## config.mk

```make
export PLATFORM = sky130hd
export DESIGN_NAME = subneg_sequencer
export DESIGN_NICKNAME = d
export VERILOG_FILES = /design/src/rtl/subneg_sequencer.sv
export SDC_FILE = /design/constraint.sdc
export NUM_CORES = 1
export LEC_CHECK = 0
export ABC_AREA = 1
export BUFFER_PORTS_ARGS = -buffer_cell sky130_fd_sc_hd__buf_2
export CORE_MARGIN = 8
export CORE_UTILIZATION = 33
export DETAILED_ROUTE_END_ITERATION = 8
export SLEW_MARGIN = 5
export SYNTH_ARGS = -nofsm -noshare
export SYNTH_HDL_FRONTEND = slang
export SYNTH_SLANG_ARGS = --single-unit
```

## constraint.sdc

```tcl
create_clock -name clk -period 1.8 [get_ports clk]
set_input_delay 0.18 -clock clk [delete_from_list [all_inputs] [get_ports clk]]
set_output_delay 0.18 -clock clk [all_outputs]
set_load 0.02 [all_outputs]
```

## src/rtl/subneg_sequencer.sv

```systemverilog
// Control sequencer for a one-instruction SUBNEG CPU: 7 cycles per instruction,
// Moore outputs, with self-loop and stop-request halting.
module subneg_sequencer #(
  parameter int WIDTH = 8
) (
  input  logic             clk,
  input  logic             rst,
  input  logic             start,
  input  logic             stop,
  input  logic             neg,
  input  logic [WIDTH-1:0] pc,
  input  logic [WIDTH-1:0] target,
  output logic             write_op1,
  output logic             write_op2,
  output logic             write_mem,
  output logic             write_pc,
  output logic             sel_pc,
  output logic             busy,
  output logic             halted,
  output logic [15:0]      instr_count,
  output logic [2:0]       state
);

  typedef enum logic [3:0] {
    S_IDLE    = 4'd0,
    S_FETCH_A = 4'd1,
    S_LOAD_A  = 4'd2,
    S_FETCH_B = 4'd3,
    S_LOAD_B  = 4'd4,
    S_EXEC    = 4'd5,
    S_FETCH_C = 4'd6,
    S_BRANCH  = 4'd7,
    S_HALT    = 4'd8
  } state_t;

  state_t           state_q, state_d;
  logic             neg_q, neg_d;
  logic             stop_q, stop_d;
  logic [WIDTH-1:0] instr_addr_q, instr_addr_d;
  logic [15:0]      instr_count_q, instr_count_d;

  always_ff @(posedge clk) begin
    if (rst) begin
      state_q       <= S_IDLE;
      neg_q         <= 1'b0;
      stop_q        <= 1'b0;
      instr_addr_q  <= '0;
      instr_count_q <= '0;
    end else begin
      state_q       <= state_d;
      neg_q         <= neg_d;
      stop_q        <= stop_d;
      instr_addr_q  <= instr_addr_d;
      instr_count_q <= instr_count_d;
    end
  end

  always_comb begin
    state_d       = state_q;
    neg_d         = neg_q;
    stop_d        = stop_q;
    instr_addr_d  = instr_addr_q;
    instr_count_d = instr_count_q;
    if (state_q != S_HALT && stop) stop_d = 1'b1;

    case (state_q)
      S_IDLE:    if (start) state_d = S_FETCH_A;
      S_FETCH_A: begin
        instr_addr_d = pc;
        state_d      = S_LOAD_A;
      end
      S_LOAD_A:  state_d = S_FETCH_B;
      S_FETCH_B: state_d = S_LOAD_B;
      S_LOAD_B:  state_d = S_EXEC;
      S_EXEC: begin
        neg_d   = neg;
        state_d = S_FETCH_C;
      end
      S_FETCH_C: state_d = S_BRANCH;
      S_BRANCH: begin
        if (instr_count_q != 16'hFFFF) instr_count_d = instr_count_q + 16'd1;
        // A taken branch back onto its own instruction can never make progress.
        if ((neg_q && target == instr_addr_q) || stop_q) begin
          state_d = S_HALT;
          stop_d  = 1'b0;
        end else begin
          state_d = S_FETCH_A;
        end
      end
      S_HALT:    if (start) state_d = S_FETCH_A;
      default:   state_d = S_IDLE;
    endcase
  end

  always_comb begin
    write_op1 = 1'b0;
    write_op2 = 1'b0;
    write_mem = 1'b0;
    write_pc  = 1'b0;
    sel_pc    = 1'b0;
    case (state_q)
      S_LOAD_A: begin
        write_op1 = 1'b1;
        write_pc  = 1'b1;
      end
      S_LOAD_B: begin
        write_op2 = 1'b1;
        write_pc  = 1'b1;
      end
      S_EXEC:   write_mem = 1'b1;
      S_BRANCH: begin
        write_pc = 1'b1;
        sel_pc   = neg_q;
      end
      default: ;
    endcase
  end

  assign busy        = (state_q != S_IDLE) && (state_q != S_HALT);
  assign halted      = (state_q == S_HALT);
  assign instr_count = instr_count_q;
  assign state       = (state_q == S_HALT) ? 3'd0 : state_q[2:0];

endmodule

```

==> impl_results.md <==
* Routed wire length at approximately 4200 µm
* R2R setup slack at 0.14 ns
* Lkg Pwr at 0.969 nW
* Avg Inst Size Synth at 6.53 µm²
* First-pass GRT wire length at 6960 µm
* Yosys reg bits at 30
* CTS Hold Bufs at 0
* Die Span Y at 87.3 µm
* Global-route met2 utilization at 0.183
* CTS buffer count at 5
* Share of cells above drive strength 1 at 0.249
* Initial antenna violation count at 0
* Hold crit path type: input port to flip-flop
* Core footprint at ~5000 µm²
* Fin nets at 331
* CTS tree: yes
* DR vias at 1681
* Critical-path cell list: ha_1 -> nand2_1 -> inv_2 -> nand4_2 -> nor2_2 -> nor2_4 -> buf_4 -> a21oi_1 -> nor2_1
* Req. time, crit path at 1.98 ns
* Routability Congestion at between 0.7 and 0.8
* Type of origin of the critical path: flip-flop
* Grt met1 use at 0.135
* Part of the power in registers at 0.501
* CP max stage cell: dfxtp_1
* Final Max Slew Viols at 0
* CP max FO at 8
* Clock net sink count at 30
* Post-route ant nets at 0
* Clock transition at the registers of the reported paths at 0.06 ns
* Initial DRC count at 60
* Max cap viols at 0
* Busiest grt layer: met2
* Die Width at 87.3 µm
* Main area contributors after synthesis: dfxtp_1 36%, nand2_1 16%, nor2_1 8.7%
* Routed len/inst at roughly 11 µm
* Final setup fails at 0
* Run status: finished clean
* Final HPWL from detailed placement at 3120 µm
* # DRC at 0
* Worst slew pin tran at 0.418 ns
* NetSw at roughly 0.39 mW
* Slew Limit Headroom at 0.721
* Final global-route overflow total at 0
* Critical path launch point: instr_count[0]$_SDFFE_PP0P_
* Vias in the first global route at between 1500 and 2000
* Register area share after synthesis at 0.358
* Clk root buf: clkbuf_8
* Clock power share at 0.359
* Total power at about 1.4 mW
* Synth top area share at 0.358
* Top Ports at 47
* Vias per cell at ~4.4
* Clk_skew at 0.00619 ns
* Maximum VDD drop at between 0.0002 and 0.0003 V
* R2R Path End: instr_count[12]$_SDFFE_PP0P_
* Pin count of the biggest net entering global routing at 19
* CTS Buffer Depth at 2
* Synthesized area at 1680 µm²
* Part of the power in combinational logic at 0.140
* WHS at roughly 0.12 ns
* Leading area contributor after synthesis: dfxtp_1
* Clock Latency Late Sink at about 0.28 ns
* Routing usage on met3 at 0.0358
* WS Path Type: flip-flop to flip-flop
* Distinct cell type count after synthesis at 26
* Worst r2r src: instr_count[0]$_SDFFE_PP0P_
* Row count at 26
* Internal at 1.03 mW
* Final worst path period share at 0.921
* Pwr Density at 680 nW/µm²
* PortBufs at 46
* First drt pass iteration count at 4
* R2R depth at 9
* H-tree levels at 2
* Post-synthesis cell count at 257
* # diodes at 0
* Initial core utilization at 0.335
* Switch share at 0.275
* Total GRT Usage at 0.116
* Worst EP arrival at about 1.8 ns
* End point of the critical path: instr_count[12]$_SDFFE_PP0P_
* CP peak stage delay at about 0.4 ns
* Fillers at 563
* Crit. End Element: flip-flop
* F_max at 603 MHz
* Post-layout min period at approximately 1.7 ns
* Ys Warns at 0
* Net count after synthesis at 279
* Final hold violation count at 0
* Area growth, synth to finish at 25.0%
* Overall die area at 7620 µm²
per-stage QoR:
step / area, µm² / util / std cells / TNS [ns] / setup slack [ns]
2_1_floorplan: 1680 / - / 257 / 0 / 0.123
3_3_place_gp: 1970 / 0.393 / 367 / 0 / 0.148
6_report: 2100 / 0.419 / 379 / 0 / 0.142
4_1_cts: 2040 / 0.408 / 374 / 0 / 0.130
3_5_place_dp: 1970 / 0.393 / 367 / 0 / 0.136
5_1_grt: 2100 / 0.419 / 379 / -0.0107 / -0.0107
power by group through the flow:
stage / clock network, mW / registers [mW] / logic (mW)
6_report: 0.511 / 0.715 / 0.200
2_1_floorplan: 0 / 0.726 / 0.140
5_1_grt: 0.561 / 0.719 / 0.229
3_5_place_dp: 0 / 0.730 / 0.200
4_1_cts: 0.531 / 0.715 / 0.201
3_3_place_gp: 0 / 0.729 / 0.199
per-layer routing:
layer,part of all wire,wire (µm)
met5,0,0
met4,0.023,95
met3,0.066,275
met2,0.45,1860
met1,0.47,1950
sequential cells by signal (all words and copies together), names as in the netlist:
| name | cells |
|---|---|
| state_q | 4 |
| instr_addr_q | 8 |
| instr_count | 16 |
| stop_q | 1 |
| neg_q | 1 |
synthesized netlist by cell type, drive strengths merged:
cell	instances
xor2	5
dfxtp	30
nor4	1
clkbuf	6
nand4	3
a21oi	24
nor3	5
inv	36
nand2	71
xnor2	5
nor2	42
a211oi	1
nand3	7
o211ai	2
ha	1
o21ai	15
buf	3
worst min-delay path by stage:
stage                     startpoint                           end  slack, ns  depth (start not counted)
after floorplan                pc[1]  instr_addr_q[1]$_SDFFE_PP0P_       0.31                          2
after global placement         pc[2]  instr_addr_q[2]$_SDFFE_PP0P_       0.41                          3
after detailed placement       pc[2]  instr_addr_q[2]$_SDFFE_PP0P_       0.42                          3
after CTS                      pc[2]  instr_addr_q[2]$_SDFFE_PP0P_       0.12                          3
after global routing           pc[2]  instr_addr_q[2]$_SDFFE_PP0P_       0.13                          3
final                          pc[2]  instr_addr_q[2]$_SDFFE_PP0P_       0.12                          3
critical path, delay by kind of cell, from the launching register on:
family,cells,cell delay (ns)
buf+inv,2,0.24
fa+ha+maj,1,0.21
compound gates,1,0.13
simple gates,5,0.59
flops,1,0.39
what timing repair did:
item / 4_1_cts / 5_1_grt
setup buffers: 0 / 5
resized for setup: 0 / 1
setup endpoints to repair: 0 / 11
cells by family after synthesis:
| family | count (synthesis) | synth area share |
|---|---|---|
| compound gates | 42 | 0.150 |
| xor+xnor | 10 | 0.0522 |
| fa+ha+maj | 1 | 0.00746 |
| buf+inv | 45 | 0.110 |
| flops | 30 | 0.358 |
| simple gates | 129 | 0.322 |
layout by cell type, fill, tap and decap left out, drive strengths merged, types with 3 or more instances in the layout:
master / count
clkbuf: 7
nand3: 7
nor2: 42
nor3: 5
xnor2: 5
a21oi: 24
o21ai: 15
nand2: 71
inv: 36
dfxtp: 30
nand4: 3
buf: 54
xor2: 5
layout make-up:
class | instances | area, µm² | share of cell area
Tap cell | 70 | 87.6 | 0.0418
Multi-Input combinational cell | 182 | 895 | 0.427
Clock buffer | 7 | 76.3 | 0.0364
Inverter | 36 | 135 | 0.0644
Sequential cell | 30 | 601 | 0.286
Timing Repair Buffer | 54 | 303 | 0.144
No activity file was read; power rests on OpenSTA's default activity.
